===== src/rtl/cfa_pkg.sv =====
// Shared definitions for the CFA frame reader slice.
// Contents: default widths for pixel components, plane addresses and frame
// dimensions, plus the 2-bit reader FSM state encoding.
package cfa_pkg;

  localparam int PIXEL_W_DEF = 12;
  localparam int ADDR_W_DEF  = 17;
  localparam int DIM_W_DEF   = 11;

  typedef enum logic [1:0] {
    S_IDLE   = 2'd0,
    S_STREAM = 2'd1,
    S_DRAIN  = 2'd2,
    S_DONE   = 2'd3
  } state_t;

endpackage


===== src/rtl/cfa_frame_reader_if.sv =====
// Pixel stream carrying one RGB pixel per valid/ready handshake, with
// start-of-frame, end-of-line and end-of-frame markers.
// Signals:
//   pixValid            producer has a pixel on the bus
//   pixReady            consumer accepts when pixValid && pixReady
//   pixRed/Green/Blue   colour components, PIXEL_W bits each
//   pixSof/Eol/Eof      frame position markers
// Modports: master = pixel producer (reader), slave = downstream consumer.
interface cfa_frame_reader_if
  import cfa_pkg::*;
#(
  parameter int PIXEL_W = PIXEL_W_DEF
);

  logic               pixValid;
  logic               pixReady;
  logic [PIXEL_W-1:0] pixRed;
  logic [PIXEL_W-1:0] pixGreen;
  logic [PIXEL_W-1:0] pixBlue;
  logic               pixSof;
  logic               pixEol;
  logic               pixEof;

  modport master (
    output pixValid, pixRed, pixGreen, pixBlue, pixSof, pixEol, pixEof,
    input  pixReady
  );

  modport slave (
    input  pixValid, pixRed, pixGreen, pixBlue, pixSof, pixEol, pixEof,
    output pixReady
  );

endinterface


===== src/rtl/cfa_frame_reader_raster_counter.sv =====
// Raster-order row/column/linear-address counter.
// Ports:
//   clk, rst            clock, asynchronous active-high reset
//   clear               zero row, col and addr (frame start)
//   advance             step one pixel in raster order
//   row_max, col_max    frame dimensions (must be non-zero while advancing)
//   row, col, addr      current position; addr tracks row*col_max+col
//   last_col, last_pix  current position is the end of a row / of the frame
// The linear address is kept as its own incrementing register so no
// multiplier is needed.
module raster_counter
  import cfa_pkg::*;
#(
  parameter int ADDR_W = ADDR_W_DEF,
  parameter int DIM_W  = DIM_W_DEF
) (
  input  logic              clk,
  input  logic              rst,
  input  logic              clear,
  input  logic              advance,
  input  logic [DIM_W-1:0]  row_max,
  input  logic [DIM_W-1:0]  col_max,
  output logic [DIM_W-1:0]  row,
  output logic [DIM_W-1:0]  col,
  output logic [ADDR_W-1:0] addr,
  output logic              last_col,
  output logic              last_pix
);

  assign last_col = (col == col_max - 1'b1);
  assign last_pix = last_col && (row == row_max - 1'b1);

  always_ff @(posedge clk or posedge rst) begin
    if (rst) begin
      row  <= '0;
      col  <= '0;
      addr <= '0;
    end else if (clear) begin
      row  <= '0;
      col  <= '0;
      addr <= '0;
    end else if (advance) begin
      addr <= addr + 1'b1;
      if (last_col) begin
        col <= '0;
        row <= row + 1'b1;
      end else begin
        col <= col + 1'b1;
      end
    end
  end

endmodule


===== src/rtl/cfa_frame_reader.sv =====
// Reads the demosaiced red/green/blue plane memories in raster order and
// emits one RGB pixel per handshake on a valid/ready stream.
// Ports:
//   clk, rst               clock, asynchronous active-high reset
//   start                  one-cycle pulse, accepted only in IDLE
//   rowMax, colMax         frame size, latched on accepted start
//   redRead/greenRead/
//   blueRead               same-cycle plane data at readAddress
//   readAddress            registered linear plane address
//   busy                   accepted start .. done
//   done                   one-cycle pulse after the frame completes
//   pix                    pixel stream (master side)
//
// state  | meaning
// IDLE   | waiting for start
// STREAM | loading pixels into the output register
// DRAIN  | last pixel loaded, waiting for it to be accepted
// DONE   | pulse done, drop busy, back to IDLE
module cfa_frame_reader
  import cfa_pkg::*;
#(
  parameter int PIXEL_W = PIXEL_W_DEF,
  parameter int ADDR_W  = ADDR_W_DEF,
  parameter int DIM_W   = DIM_W_DEF
) (
  input  logic               clk,
  input  logic               rst,
  input  logic               start,
  input  logic [DIM_W-1:0]   rowMax,
  input  logic [DIM_W-1:0]   colMax,
  input  logic [PIXEL_W-1:0] redRead,
  input  logic [PIXEL_W-1:0] greenRead,
  input  logic [PIXEL_W-1:0] blueRead,
  output logic [ADDR_W-1:0]  readAddress,
  output logic               busy,
  output logic               done,
  cfa_frame_reader_if.master pix
);

  state_t             state;
  logic [DIM_W-1:0]   row_max_q;
  logic [DIM_W-1:0]   col_max_q;
  logic [DIM_W-1:0]   row;
  logic [DIM_W-1:0]   col;
  logic               last_col;
  logic               last_pix;
  logic               load;
  logic               clear;
  logic               advance;

  // Output register may take a new pixel when empty or being drained.
  assign load    = !pix.pixValid || pix.pixReady;
  assign clear   = (state == S_IDLE) && start;
  // The address stays on the final pixel once it has been loaded.
  assign advance = (state == S_STREAM) && load && !last_pix;

  raster_counter #(
    .ADDR_W (ADDR_W),
    .DIM_W  (DIM_W)
  ) u_raster (
    .clk      (clk),
    .rst      (rst),
    .clear    (clear),
    .advance  (advance),
    .row_max  (row_max_q),
    .col_max  (col_max_q),
    .row      (row),
    .col      (col),
    .addr     (readAddress),
    .last_col (last_col),
    .last_pix (last_pix)
  );

  always_ff @(posedge clk or posedge rst) begin
    if (rst) begin
      state        <= S_IDLE;
      row_max_q    <= '0;
      col_max_q    <= '0;
      busy         <= 1'b0;
      done         <= 1'b0;
      pix.pixValid <= 1'b0;
      pix.pixRed   <= '0;
      pix.pixGreen <= '0;
      pix.pixBlue  <= '0;
      pix.pixSof   <= 1'b0;
      pix.pixEol   <= 1'b0;
      pix.pixEof   <= 1'b0;
    end else begin
      done <= 1'b0;
      case (state)
        S_IDLE: begin
          if (start) begin
            row_max_q <= rowMax;
            col_max_q <= colMax;
            busy      <= 1'b1;
            state     <= (rowMax == '0 || colMax == '0) ? S_DONE : S_STREAM;
          end
        end
        S_STREAM: begin
          if (load) begin
            pix.pixValid <= 1'b1;
            pix.pixRed   <= redRead;
            pix.pixGreen <= greenRead;
            pix.pixBlue  <= blueRead;
            pix.pixSof   <= (row == '0) && (col == '0);
            pix.pixEol   <= last_col;
            pix.pixEof   <= last_pix;
            if (last_pix) state <= S_DRAIN;
          end
        end
        S_DRAIN: begin
          if (pix.pixValid && pix.pixReady) begin
            pix.pixValid <= 1'b0;
            state        <= S_DONE;
          end
        end
        S_DONE: begin
          done  <= 1'b1;
          busy  <= 1'b0;
          state <= S_IDLE;
        end
        default: state <= S_IDLE;
      endcase
    end
  end

endmodule

===== src/flat_wrapper.sv =====
// flat-port wrapper written by rule: the top's interface ports become plain ports
module cfa_frame_reader_flat import cfa_pkg::*;
#(
  parameter int PIXEL_W = PIXEL_W_DEF,
  parameter int ADDR_W  = ADDR_W_DEF,
  parameter int DIM_W   = DIM_W_DEF
)
  (clk, rst, start, rowMax, colMax, redRead, greenRead, blueRead, readAddress, busy, done, pix_pixValid, pix_pixRed, pix_pixGreen, pix_pixBlue, pix_pixSof, pix_pixEol, pix_pixEof, pix_pixReady);
  cfa_frame_reader_if #(.PIXEL_W(PIXEL_W)) pix_i ();
  input  logic clk;
  input  logic rst;
  input  logic start;
  input  logic [DIM_W-1:0] rowMax;
  input  logic [DIM_W-1:0] colMax;
  input  logic [PIXEL_W-1:0] redRead;
  input  logic [PIXEL_W-1:0] greenRead;
  input  logic [PIXEL_W-1:0] blueRead;
  output logic [ADDR_W-1:0] readAddress;
  output logic busy;
  output logic done;
  output wire logic [$bits(pix_i.pixValid)-1:0] pix_pixValid;
  output wire logic [$bits(pix_i.pixRed)-1:0] pix_pixRed;
  output wire logic [$bits(pix_i.pixGreen)-1:0] pix_pixGreen;
  output wire logic [$bits(pix_i.pixBlue)-1:0] pix_pixBlue;
  output wire logic [$bits(pix_i.pixSof)-1:0] pix_pixSof;
  output wire logic [$bits(pix_i.pixEol)-1:0] pix_pixEol;
  output wire logic [$bits(pix_i.pixEof)-1:0] pix_pixEof;
  input wire logic [$bits(pix_i.pixReady)-1:0] pix_pixReady;
  assign pix_pixValid = pix_i.pixValid;
  assign pix_pixRed = pix_i.pixRed;
  assign pix_pixGreen = pix_i.pixGreen;
  assign pix_pixBlue = pix_i.pixBlue;
  assign pix_pixSof = pix_i.pixSof;
  assign pix_pixEol = pix_i.pixEol;
  assign pix_pixEof = pix_i.pixEof;
  assign pix_i.pixReady = pix_pixReady;
  cfa_frame_reader #(.PIXEL_W(PIXEL_W), .ADDR_W(ADDR_W), .DIM_W(DIM_W)) u_core (.clk(clk), .rst(rst), .start(start), .rowMax(rowMax), .colMax(colMax), .redRead(redRead), .greenRead(greenRead), .blueRead(blueRead), .readAddress(readAddress), .busy(busy), .done(done), .pix(pix_i));
endmodule

===== config.mk =====
export PLATFORM = sky130hd
export DESIGN_NAME = cfa_frame_reader_flat
export DESIGN_NICKNAME = d
export VERILOG_FILES = /design/src/rtl/cfa_pkg.sv /design/src/rtl/cfa_frame_reader_if.sv /design/src/rtl/cfa_frame_reader_raster_counter.sv /design/src/rtl/cfa_frame_reader.sv /design/src/flat_wrapper.sv
export SDC_FILE = /design/constraint.sdc
export NUM_CORES = 1
export LEC_CHECK = 0
export CORE_ASPECT_RATIO = 0.9
export CORE_MARGIN = 2
export CORE_UTILIZATION = 45
export DETAILED_ROUTE_END_ITERATION = 6
export GPL_TIMING_DRIVEN = 0
export PLACE_DENSITY = 0.72
export SLEW_MARGIN = 20
export SYNTH_ARGS = -nofsm -noshare
export SYNTH_HDL_FRONTEND = slang
export SYNTH_SLANG_ARGS = --single-unit

===== constraint.sdc =====
create_clock -name clk -period 4.8 [get_ports clk]
set_clock_uncertainty 0.2 [all_clocks]
set_input_delay 1.2 -clock clk [delete_from_list [all_inputs] [get_ports clk]]
set_output_delay 1.2 -clock clk [all_outputs]
set_load 0.05 [all_outputs]

* Word-level counts from Yosys, hierarchy flattened
Cells that the tools add are included.
Cells by class: $add $sub $neg 5, equal/unequal tests 9, multiplexer cells 20, reductions and logical operators 25
Operators with widths (count):
- $mux 11 | 6
- $logic_not 11->1 | 4
- $mux 17 | 2
- $add 11x1->11 const B | 2
- $eq 11x11->1 | 2
- $sub 11x1->11 const B | 2
- $add 17x1->17 const B | 1
- $mux 2 | 5
- $pmux 2 s4 | 1
- $reduce_and 2->1 | 4
- $reduce_bool 2->1 | 4
- $logic_and 1x1->1 | 6
- $ne 2x1->1 const B | 3
- $eq 2x2->1 const B | 2
- $mux 1 | 4
- $pmux 1 s2 | 2
- $reduce_and 4->1 | 1
- $reduce_and 3->1 | 1
- $eq 2x1->1 const B | 1
- $logic_not 1->1 | 2
- $logic_not 2->1 | 1
- $logic_or 1x1->1 | 2
- $ne 2x2->1 const B | 1
Word-level totals: bits in registers 105, bits of input ports 62, output and inout bits 59, word-level logic and storage cells 74

* Depth between registers and ports, before layout
depth in word-level cells 7, depth in mapped cells 13, mapped depth without buffers 10

* Hierarchy
Synthesis repeated with hierarchy kept, for this count alone.
Unflattened totals: cell total of the unflattened synthesis 506, area total of the unflattened synthesis 5442.7 µm²
By module, submodules not included:
- raster_counter | times used 1, cells each 327, area each 2803.9 µm², sequential area each 975.9 µm²
- cfa_frame_reader | times used 1, cells each 179, area each 2638.8 µm², sequential area each 1651.6 µm²

* Least setup slack after synthesis
OpenSTA, ideal clock, no wires.
kind reg-to-reg, from register u_core.col_max_q[0], to register u_core.u_raster.row[7], setup time 0.078 ns, data arrival time 2.809 ns, required time 4.522 ns, setup slack 1.713 ns, cell stages (with the launch flop) 12, buffers on the path 1, clock period less this slack 3.087 ns, path through dfrtp_1 inv_1 ha_1 nor3b_1 nand2_1 o311a_1 nand2_1 nand3_2 or3_1 buf_6 or4_1 a21oi_1
On the way: longest elaborated chain between the ends 7, elaborated cells between the ends (all ways) 8, those cells by class add/sub (1); eq/ne (1); reduce/logical (6)
Ends and longest elaborated chain:
- start, declared | line cfa_frame_reader.sv:42 | logic [DIM_W-1:0] col_max_q;
- start signal, assigned | line cfa_frame_reader.sv:94 | col_max_q <= colMax;
- $sub 11x1->11 (*) | line cfa_frame_reader_raster_counter.sv:30 | assign last_col = (col == col_max - 1'b1);
- $eq 11x11->1 (*) | line cfa_frame_reader_raster_counter.sv:30
- $logic_and 1x1->1 | line cfa_frame_reader_raster_counter.sv:31 | assign last_pix = last_col && (row == row_max - 1'b1);
- $logic_not 1->1 | line cfa_frame_reader.sv:55 | assign advance = (state == S_STREAM) && load && !last_pix;
- $logic_and 1x1->1 | line cfa_frame_reader.sv:55
- $reduce_bool 2->1 (no line)
- $reduce_and 2->1 (no line) (*)
- end signal, assigned | line cfa_frame_reader_raster_counter.sv:46 | row <= row + 1'b1;
- end, declared | line cfa_frame_reader_raster_counter.sv:23 | output logic [DIM_W-1:0] row,
Every way passes the cells marked *; elsewhere a longest branch is shown, timed or not. A chain may end at the register's enable or synchronous reset.

* Final worst setup path
from register u_core.row_max_q[0], to register u_core.u_raster.addr[4]
On the way: longest elaborated chain between the ends 6
Ends and longest elaborated chain:
- start, declared | line cfa_frame_reader.sv:41 | logic [DIM_W-1:0] row_max_q;
- start signal, assigned | line cfa_frame_reader.sv:93 | row_max_q <= rowMax;
- $sub 11x1->11 | line cfa_frame_reader_raster_counter.sv:31
- $eq 11x11->1 | line cfa_frame_reader_raster_counter.sv:31
- $logic_and 1x1->1 | line cfa_frame_reader_raster_counter.sv:31
- $logic_not 1->1 | line cfa_frame_reader.sv:55
- $logic_and 1x1->1 | line cfa_frame_reader.sv:55
- $reduce_bool 2->1 (no line)
- end signal, assigned | line cfa_frame_reader_raster_counter.sv:43 | addr <= addr + 1'b1;
- end, declared | line cfa_frame_reader_raster_counter.sv:25 | output logic [ADDR_W-1:0] addr,
No other way between the ends.

==> summary.txt <==
Floorplan
  – Die Y: 109.1 um
  – Rows: 38
  – Die W: 120.8 um
  – Die ar.: 13180 um^2
  – I/O pins: 121
  – Core ar.: 12030 um^2
  – Initial core utilization: 45.92%

Logic synthesis
  – Register area share after synthesis: 47.57%
  – Ys Warns: 0
  – Post-synth EDFFs: 0
  – Area leader, netlist: dfrtp_1
  – Cells after Synth: 552
  – Async S/R FF share, synth: 100.0%
  – Register bit count reported by yosys: 105
  – Syn_nets: 625
  – Yosys top cell area share: 47.57%
  – Most common cell in the netlist: dfrtp_1
  – Yosys cell types: 61
  – Syn Std Cell Area: 5524 um^2
  – Primary FF master, synth: dfrtp_1
  – Commonest cells post-synth: 105 x dfrtp_1, 95 x nand2_1, 37 x mux2_2
  – Syn Area/Cell: 10.01 um^2
  – Synth top area cells: dfrtp_1 48%, mux2_2 7.5%, nand2_1 6.5%, ha_1 2.5%, a21oi_1 2.3%

Power
  – Design Power: 4.488 mW
  – Switch share: 45.53%
  – Comb power frac: 51.2%
  – VDD IR-drop max: 0.4781 mV
  – Internal: 2.445 mW
  – NetSw: 2.044 mW
  – Reg power frac: 32.2%
  – Static Leak: 3.084 nW
  – Pwr/cell area: 618.6 nW/um^2
  – Clock power frac: 16.5%

Worst setup path
  – Crit-path max FO: 10
  – Setup crit start kind: register
  – Slowest CP cell: a2111oi_2
  – Crit-path max cell delay: 630 ps
  – Worst setup EP type: register
  – Crit-path cells: inv_1 -> ha_1 -> nor4b_4 -> nand3b_1 -> nor4b_1 -> o2bb2ai_2 -> a2111oi_2 -> a21o_1 -> buf_2 -> buf_2 -> o21ai_1 -> a21oi_1
  – CP arrival: 3820 ps
  – Crit Path Class: register to register
  – Delay-heaviest family, CP: compound AO/OA/AOI/OAI gates
  – WP buf/inv: 3
  – Most used cell, CP: buf_2
  – CP required: 4870 ps

CTS
  – Clock sinks: 105
  – Clk root buf: clkbuf_16
  – Worst-skew pair later-pin latency: 350 ps
  – Hold-fix buffers, CTS: 0
  – H-Tree Level Count: 3
  – CTS Buffer Depth: 2
  – Num CTS Buffers: 9
  – CTS clock-pin slew for the worst setup and hold paths: 80 ps
  – CTS tree: yes
  – Setup Buffers After CTS: 0
  – CTS resizes: 0

Detailed routing
  – Drc violations: 0
  – Drt via density: 5.473
  – Routed Antenna Nets: 0
  – First-pass DRT Iterations: 4
  – WL/cell: 16.55 um
  – Aggregate routed wire length: 14050 um
  – Via count: 4647
  – Initial DRC count: 248

STA
  – Final Max Tran Viols: 0
  – Worst Slack Setup Final: 1052 ps
  – Final Hold Fails: 0
  – Rel. slew slack: 46.67%
  – Unrepaired setup endpoints after global routing: no
  – Post-route minimum period: 3748 ps
  – Final worst-path cycle share: 78.08%
  – Worst Tran Pin Value: 798.4 ps
  – Fmax: 266.8 MHz
  – Endpoints failing setup: 0

GRT
  – Global-route wire length before repair: 23280 um
  – Largest net degree at the start of global routing: 78
  – Gr usage total: 22.11%
  – Grt ovf: 0
  – Number of global-route vias before repair: 4848
  – Initial antenna violation count: 0

Finish
  – # fillers: 1044
  – Non-filler cells, final: 849
  – Layout area overhead: 31.35%
  – Nets: 757
  – Antenna Cells: 0
  – Share of layout cells above drive strength 1: 10.74%

Placed design
  – RePlAce Congestion: 0.8318
  – Cells after DPL: 833
  – Post-DP HPWL: 10570 um
  – Port Buf Inserts: 120
  – DP Worst Slack: 1052 ps

Worst hold path
  – HP Class: register to register

Run status
  – Status: finished clean

Run
  – Max-Cap Viols: 0
-- per-stage QoR --
| step | hold WS, ps | cell area, um^2 | TNS [ps] | util [%] |
|---|---|---|---|---|
| finish | 291.3 | 7256 | 0 | 60.32 |
| global route | 321.8 | 7256 | 0 | 60.32 |
| CTS | 297.5 | 7256 | 0 | 60.32 |
| detailed placement | 278.1 | 6958 | 0 | 57.84 |
| global placement | 268.8 | 6925 | -98930 | 57.57 |
| floorplan | 265.2 | 5524 | 0 | - |
-- cell usage in the layout, fill, tap and decap left out, drive strengths merged, types with 4 or more instances in the layout --
| master | netlist | layout |
|---|---|---|
| clkdlybuf4s50 | 0 | 120 |
| dfrtp | 105 | 105 |
| nand2 | 95 | 95 |
| mux2 | 38 | 38 |
| a21oi | 25 | 25 |
| clkbuf | 15 | 25 |
| nand3 | 24 | 24 |
| o21ai | 24 | 24 |
| inv | 19 | 23 |
| nor2 | 20 | 20 |
| xor2 | 14 | 14 |
| xnor2 | 14 | 14 |
| nor4 | 13 | 13 |
| or3 | 12 | 12 |
| buf | 11 | 12 |
| or4 | 11 | 11 |
| ha | 11 | 11 |
| and3 | 9 | 9 |
| o31ai | 9 | 9 |
| nor3 | 8 | 8 |
| nor4b | 7 | 7 |
| a22o | 6 | 6 |
| mux2i | 5 | 5 |
| nand2b | 4 | 4 |
| nor3b | 4 | 4 |
| nand4 | 4 | 4 |
| o21a | 4 | 4 |
| o211ai | 4 | 4 |
-- final cells by class --
type	instances	area (um^2)	area share, %
tap	160	200.2	2.759
clock buffer	10	239.0	3.294
inverter	19	76.32	1.052
timing repair buffer	121	1229	16.93
sequential	105	2628	36.21
clock inverter	6	58.81	0.8105
multi-input combinational	402	2714	37.40
buffer	26	111.4	1.535
-- sequential cells by signal, summed over array words and instances, names as in the netlist --
| name | cells |
|---|---|
| u_core.u_raster.addr | 17 |
| u_core.pix.pixBlue | 12 |
| u_core.pix.pixGreen | 12 |
| u_core.pix.pixRed | 12 |
| u_core.col_max_q | 11 |
| u_core.row_max_q | 11 |
| u_core.u_raster.col | 11 |
| u_core.u_raster.row | 11 |
| u_core.state | 2 |
| u_core.busy | 1 |
| u_core.done | 1 |
| u_core.pix.pixEof | 1 |
| u_core.pix.pixEol | 1 |
| u_core.pix.pixSof | 1 |
| u_core.pix.pixValid | 1 |
-- path summary, 6_finish.rpt --
path,from,end,slack (ps),depth (start not counted)
worst max-delay path,u_core.row_max_q[0],u_core.u_raster.addr[4],1050,12
worst min-delay path,u_core.pix.pixSof,u_core.pix.pixSof,290,2
worst max register to register,u_core.row_max_q[0],u_core.u_raster.addr[4],1050,12
worst min register to register,u_core.pix.pixSof,u_core.pix.pixSof,290,2
max in group asynchronous,rst,u_core.u_raster.col[5],2740,3
min in group asynchronous,rst,u_core.pix.pixRed[8],980,2
-- metal layers --
layer	track usage, %	part of all wire [%]
met5	0	0
met4	5.980	1.5
met3	7.636	6.8
met2	37.89	49
met1	26.69	42
-- worst register-to-register path, stage by stage (launching register included) --
cell	delay (ps)
dfrtp_1	430
inv_1	100
ha_1	220
nor4b_4	430
nand3b_1	170
nor4b_1	330
o2bb2ai_2	130
a2111oi_2	630
a21o_1	310
buf_2	240
buf_2	260
o21ai_1	100
a21oi_1	140
-- power groups by stage --
| stage | logic, mW | registers, mW | clock network, mW |
|---|---|---|---|
| after global routing | 2.47 | 1.49 | 0.790 |
| after CTS | 2.31 | 1.45 | 0.758 |
| after floorplan | 0.985 | 2.04 | 0 |
| after global placement | 2.24 | 1.44 | 0 |
| after detailed placement | 2.30 | 1.46 | 0 |
| final | 2.30 | 1.45 | 0.743 |
-- kinds of logic after synthesis --
kind of cell,share of synthesized area (%)
adders and majority gates,2.491
DFF,47.57
buffers and inverters,3.307
muxes,8.652
xor gates and xnor gates,4.439
AOI/OAI and AO/OA,12.19
and+or+nand+nor,21.36
Power figures use the tool's default switching activity.
